`src/rtl/alarm_panel.sv`:
```
// alarm_panel: keypad alarm target. Collects CODE_LEN-digit entries from the
// code generator stream, arms/disarms on the secret code, latches an alarm on
// sensor trip while armed, and locks the keypad out after MAX_FAILS
// consecutive wrong entries.
//
// Handshake: there is no back-pressure. A digit is consumed on every rising
// edge where digit_entered=1 and command is ARM/DISARM/CLEAR; digit_entered
// may stay high for back-to-back digits. All outputs are registered and
// reflect the action sampled at the previous edge.
`timescale 1ns/1ps
module alarm_panel #(
    parameter int                    CODE_LEN       = 3,
    parameter logic [4*CODE_LEN-1:0] SECRET         = 12'h427,
    parameter int                    MAX_FAILS      = 3,
    parameter int                    LOCKOUT_CYCLES = 16
) (
    input  logic       clk,
    input  logic       reset,
    input  logic [1:0] command,
    input  logic [3:0] digit,
    input  logic       digit_entered,
    input  logic       sensor,
    output logic       armed,
    output logic       alarm,
    output logic       locked,
    output logic       code_ok,
    output logic       code_bad,
    output logic [3:0] fail_count,
    output logic [1:0] dbg_state_o
);

    localparam int BW = 4 * CODE_LEN;
    localparam int PW = 3;
    localparam int TW = $clog2(LOCKOUT_CYCLES + 1);

    localparam logic [1:0] CMD_NOP    = 2'b00;
    localparam logic [1:0] CMD_ARM    = 2'b01;
    localparam logic [1:0] CMD_CLEAR  = 2'b11;

    localparam logic [1:0] ST_IDLE    = 2'd0;
    localparam logic [1:0] ST_ENTRY   = 2'd1;
    localparam logic [1:0] ST_LOCKOUT = 2'd2;

    localparam logic [PW-1:0] LAST_POS  = PW'(CODE_LEN);
    localparam logic [3:0]    MAX_CNT   = 4'(MAX_FAILS);
    localparam logic [TW-1:0] LOCK_LOAD = TW'(LOCKOUT_CYCLES);
    localparam logic [TW-1:0] TIMER_ONE = TW'(1);

    logic [1:0]    state_q,  state_d;
    logic [BW-1:0] buf_q,    buf_d;
    logic [PW-1:0] pos_q,    pos_d;
    logic [1:0]    cmd_q,    cmd_d;
    logic [TW-1:0] timer_q,  timer_d;
    logic          armed_q,  armed_d;
    logic          alarm_q,  alarm_d;
    logic          locked_q, locked_d;
    logic          ok_q,     ok_d;
    logic          bad_q,    bad_d;
    logic [3:0]    fail_q,   fail_d;

    logic [BW-1:0] new_buf;
    logic [PW-1:0] new_pos;
    logic [3:0]    fail_inc;

    // Next-state logic: entry collection, completion decode, lockout timer, alarm latch.
    always_comb begin
        state_d  = state_q;
        buf_d    = buf_q;
        pos_d    = pos_q;
        cmd_d    = cmd_q;
        timer_d  = timer_q;
        armed_d  = armed_q;
        locked_d = locked_q;
        fail_d   = fail_q;
        ok_d     = 1'b0;
        bad_d    = 1'b0;
        new_buf  = '0;
        new_pos  = '0;
        fail_inc = (fail_q >= MAX_CNT) ? MAX_CNT : fail_q + 4'd1;

        // Sensor only matters while armed; a correct DISARM below overrides it.
        alarm_d  = alarm_q | (armed_q & sensor);

        if (state_q == ST_LOCKOUT) begin
            // Keypad is dead, CLEAR included, until the timer runs out.
            if (timer_q <= TIMER_ONE) begin
                state_d  = ST_IDLE;
                timer_d  = '0;
                locked_d = 1'b0;
                fail_d   = 4'd0;
            end else begin
                timer_d = timer_q - TIMER_ONE;
            end
        end else if (digit_entered) begin
            if (command == CMD_CLEAR) begin
                buf_d   = '0;
                pos_d   = '0;
                state_d = ST_IDLE;
            end else if (command != CMD_NOP) begin
                // A command switch mid-entry restarts the entry at this digit.
                if (pos_q == '0 || command != cmd_q) begin
                    new_buf = BW'(digit);
                    new_pos = PW'(1);
                end else begin
                    new_buf = (buf_q << 4) | BW'(digit);
                    new_pos = pos_q + PW'(1);
                end
                cmd_d = command;

                if (new_pos == LAST_POS) begin
                    buf_d   = '0;
                    pos_d   = '0;
                    state_d = ST_IDLE;
                    if (new_buf == SECRET) begin
                        // Any correct entry breaks the run of consecutive failures.
                        ok_d   = 1'b1;
                        fail_d = 4'd0;
                        if (command == CMD_ARM) begin
                            armed_d = 1'b1;
                        end else begin
                            armed_d = 1'b0;
                            alarm_d = 1'b0;
                        end
                    end else begin
                        bad_d  = 1'b1;
                        fail_d = fail_inc;
                        if (fail_inc == MAX_CNT) begin
                            state_d  = ST_LOCKOUT;
                            locked_d = 1'b1;
                            timer_d  = LOCK_LOAD;
                            if (armed_q) begin
                                alarm_d = 1'b1;
                            end
                        end
                    end
                end else begin
                    buf_d   = new_buf;
                    pos_d   = new_pos;
                    state_d = ST_ENTRY;
                end
            end
        end
    end

    // State and output registers, cleared asynchronously by reset.
    always_ff @(posedge clk or posedge reset) begin
        if (reset) begin
            state_q  <= ST_IDLE;
            buf_q    <= '0;
            pos_q    <= '0;
            cmd_q    <= CMD_NOP;
            timer_q  <= '0;
            armed_q  <= 1'b0;
            alarm_q  <= 1'b0;
            locked_q <= 1'b0;
            ok_q     <= 1'b0;
            bad_q    <= 1'b0;
            fail_q   <= 4'd0;
        end else begin
            state_q  <= state_d;
            buf_q    <= buf_d;
            pos_q    <= pos_d;
            cmd_q    <= cmd_d;
            timer_q  <= timer_d;
            armed_q  <= armed_d;
            alarm_q  <= alarm_d;
            locked_q <= locked_d;
            ok_q     <= ok_d;
            bad_q    <= bad_d;
            fail_q   <= fail_d;
        end
    end

    assign armed       = armed_q;
    assign alarm       = alarm_q;
    assign locked      = locked_q;
    assign code_ok     = ok_q;
    assign code_bad    = bad_q;
    assign fail_count  = fail_q;
    assign dbg_state_o = state_q;

endmodule

```
`config.mk`:
```
export PLATFORM = sky130hd
export DESIGN_NAME = alarm_panel
export DESIGN_NICKNAME = d
export VERILOG_FILES = /design/src/rtl/alarm_panel.sv
export SDC_FILE = /design/constraint.sdc
export NUM_CORES = 1
export LEC_CHECK = 0
export CAP_MARGIN = 20
export CORE_MARGIN = 3
export CORE_UTILIZATION = 30
export CTS_CLUSTER_DIAMETER = 60
export DETAILED_ROUTE_END_ITERATION = 16
export PLACE_DENSITY = 0.48
export SYNTH_ARGS = -nofsm -noshare
export SYNTH_HDL_FRONTEND = slang
export SYNTH_SLANG_ARGS = --single-unit
```
`constraint.sdc`:
```
create_clock -name clk -period 2.4 [get_ports clk]
set_input_delay 0.24 -clock clk [delete_from_list [all_inputs] [get_ports clk]]
set_output_delay 0.24 -clock clk [all_outputs]
set_load 0.05 [all_outputs]
```
==> results.sh <==
export IMPL_status="finished, final reports clean"
export IMPL_hp_class="in2async"
export IMPL_clkLatencyLatePin_ps=280
export IMPL_cp_required_ps=2560
export IMPL_period_share_pct=79.4
export IMPL_synth_warnings=0
export IMPL_viasPerCell=5.23
export IMPL_diodes=0
export IMPL_reg2reg_slack_ps=500
export IMPL_cts_resized=0
export IMPL_cts_setup_buffers=0
export IMPL_pre_cts_ws_ps=226
export IMPL_clock_path_buffers=2
export IMPL_seq_area_frac_synth_pct=50.3
export IMPL_clock_sinks=29
export IMPL_period_needed_ps=1900
export IMPL_r2r_cells=7
export IMPL_critPathCaptureType="register"
export IMPL_worst_pin_slew_ps=530
export IMPL_syn_mean_instance_area_um2=10.4
export IMPL_netlist_instances=138
export IMPL_layout_drive_gt1_share_pct=9.64
export IMPL_antenna_left=0
export IMPL_first_global_vias=1128
export IMPL_slew_headroom_pct=64.6
export IMPL_path_clk_slew_ps=60
export IMPL_gp_congestion=0.831
export IMPL_cts_hold_buf=0
export IMPL_path_class="reg2reg"
export IMPL_dp_hpwl_um=2310
export IMPL_grt_overflow_total=0
export IMPL_finalSetupViolCount=0
export IMPL_crit_path_start_kind="register"
export IMPL_max_freq_mhz=525
export IMPL_initial_core_util_pct=32.0
export IMPL_vias=1140
export IMPL_die_width_um=75.3
export IMPL_skew_ps=6.11
export IMPL_cts_root_buf="clkbuf_8"
export IMPL_antenna_found_initial=0
export IMPL_drc=0
export IMPL_die_y_um=75.3
export IMPL_cp_num_buf_inv=1
export IMPL_cpMaxStageDelayCell="dfrtp_1"
export IMPL_setup_slack_ps=495
export IMPL_finish_utilization_pct=40.2
export IMPL_tns_ps=0
export IMPL_hold_viol=0
export IMPL_ys_types=41
export IMPL_cts_tree="yes"
export IMPL_dr_first_iter_drc_count=58
export IMPL_synthFlopType="dfrtp_1"
export IMPL_cts_made_buffers=5
export IMPL_final_seq_area_um2=726
export IMPL_netlist_area_mm2=0.00144
export IMPL_holdWs_ps=336
export IMPL_wirelength_um=3180
export IMPL_final_nets=180
export IMPL_ir_drop_v=0.000286
export IMPL_cts_htree_levels=2
export IMPL_max_stage_delay_ps=370
export IMPL_worstPathArrival_ps=2060
export IMPL_synth_nets=153
export IMPL_rsz0062_at_grt="false"
export IMPL_multiInputGateArea_um2=656
export IMPL_powerDensity_mw_per_mm2=730
export IMPL_critPathTopFamily="simple AND/OR/NAND/NOR gates"
export IMPL_drtPass1Iterations=4
export IMPL_drv_cap=0
export IMPL_r2r_end="armed"
export IMPL_io_pins=21
export IMPL_synth_edff_count=0
export IMPL_area_delta_synth_final_pct=25.7
export IMPL_drv_slew=0
export IMPL_ys_async_sr_fraction_pct=100
export IMPL_cp_max_fo=6
export IMPL_ys_seq_elements=29
export IMPL_grt_usage_pct=12.7
export IMPL_wire_per_inst_um=14.6
export IMPL_rows=24
export IMPL_grt_max_degree=30
export IMPL_die_area_mm2=0.00567
export IMPL_core_area_mm2=0.00450
export IMPL_crit_chain="inv_1, ha_1, nor2b_1, nor3_4, and3_4, and2b_4, mux2_1"
export IMPL_p_leak_nw=0.819
export IMPL_grt_pass1_wl_um=5310
export IMPL_io_buffers=20
export IMPL_fillers=441
export IMPL_r2r_start="pos_q[0]"
registers in the layout, indices dropped and copies added (netlist names):
signal,cells
fail_count,4
buf_q,8
armed,1
pos_q,3
cmd_q,2
alarm,1
timer_q,5
code_bad,1
locked,1
code_ok,1
dbg_state_o,2
how the worst max path moves through the flow:
stage / startpoint / endpoint / slack, ps / cells after the start
global route: pos_q[0] / armed / 360 / 7
finish: pos_q[0] / armed / 500 / 7
detailed placement: command[0] / armed / 230 / 6
global placement: command[0] / armed / 270 / 6
floorplan: dbg_state_o[0] / armed / 540 / 5
CTS: pos_q[0] / armed / 490 / 7
Yosys cell counts, types with 3 or more instances:
library cell,instances,share of area (%)
a21oi_1,3,1.0
nor4_1,3,1.3
a31oi_1,4,1.7
a22o_1,8,4.9
o21ai_0,7,2.4
nor2_1,7,1.8
ha_1,5,4.3
nand3_1,3,1.0
nand2_1,13,3.4
nand2b_1,4,1.7
inv_1,11,2.9
and2_1,3,1.3
xor2_1,3,1.8
nor3_1,4,1.4
dfrtp_1,29,50
tightest hold or removal path, cell delays in order:
cell             delay, ps
clkdlybuf4s50_1        400
inv_1                   50
buf_4                  340
kinds of logic (layout without fill, tap and decap cells):
logic type               count (synthesis)  in the layout  synth area share, %
AND/OR/NAND/NOR                         52             52                 20.9
multiplexers                             2              2                 1.48
AO/OA/AOI/OAI                           32             32                 16.3
adder cells (fa/ha/maj)                  5              5                 4.34
XOR/XNOR                                 4              4                 2.43
buffers and inverters                   14             42                 4.17
flip-flops                              29             29                 50.3
through the flow:
stage | std cells | power, W | area, um2
2_1_floorplan | 138 | 0.000790 | 1440
6_report | 218 | 0.00132 | 1810
4_1_cts | 218 | 0.00134 | 1810
3_5_place_dp | 210 | 0.000888 | 1710
5_1_grt | 218 | 0.00139 | 1810
3_3_place_gp | 210 | 0.000878 | 1710
power by group:
group / internal (W) / switching, W / leakage (nW)
registers: 0.000539 / 0.0000526 / 0.361
logic: 0.000116 / 0.000169 / 0.404
clock network: 0.000259 / 0.000186 / 0.0542
total: 0.000914 / 0.000408 / 0.819
layout by cell type (no fill, tap or decap), drive strengths merged, types with 2 or more instances in the layout:
cell,count
clkbuf,7
and2,3
buf,3
and2b,2
ha,5
nor2b,2
nor2,7
a31oi,4
o21ai,7
nor4,3
a21oi,3
nand2b,4
a32o,2
nor4bb,2
and3,3
dfrtp,29
xor2,3
nand2,13
nor3,5
a22o,8
clkdlybuf4s50,20
inv,11
nand3,4
area by class of cell:
cell class / instances / share of cell area, %
clock buffer: 7 / 5.32
clock inverter: 1 / 0.276
inverter: 11 / 2.28
multi-input combinational: 95 / 36.2
sequential: 29 / 40.1
tap: 52 / 3.59
timing repair buffer: 23 / 12.3
layer usage:
layer | vias up | wire, um | global-route usage, %
met3 | 5 | 132 | 2.90
met4 | 0 | 59 | 7.57
li1 | 549 | - | -
met1 | 555 | 1590 | 17.6
met5 | - | 0 | 0
met2 | 31 | 1390 | 18.0
(Power assumes the default switching activity.)
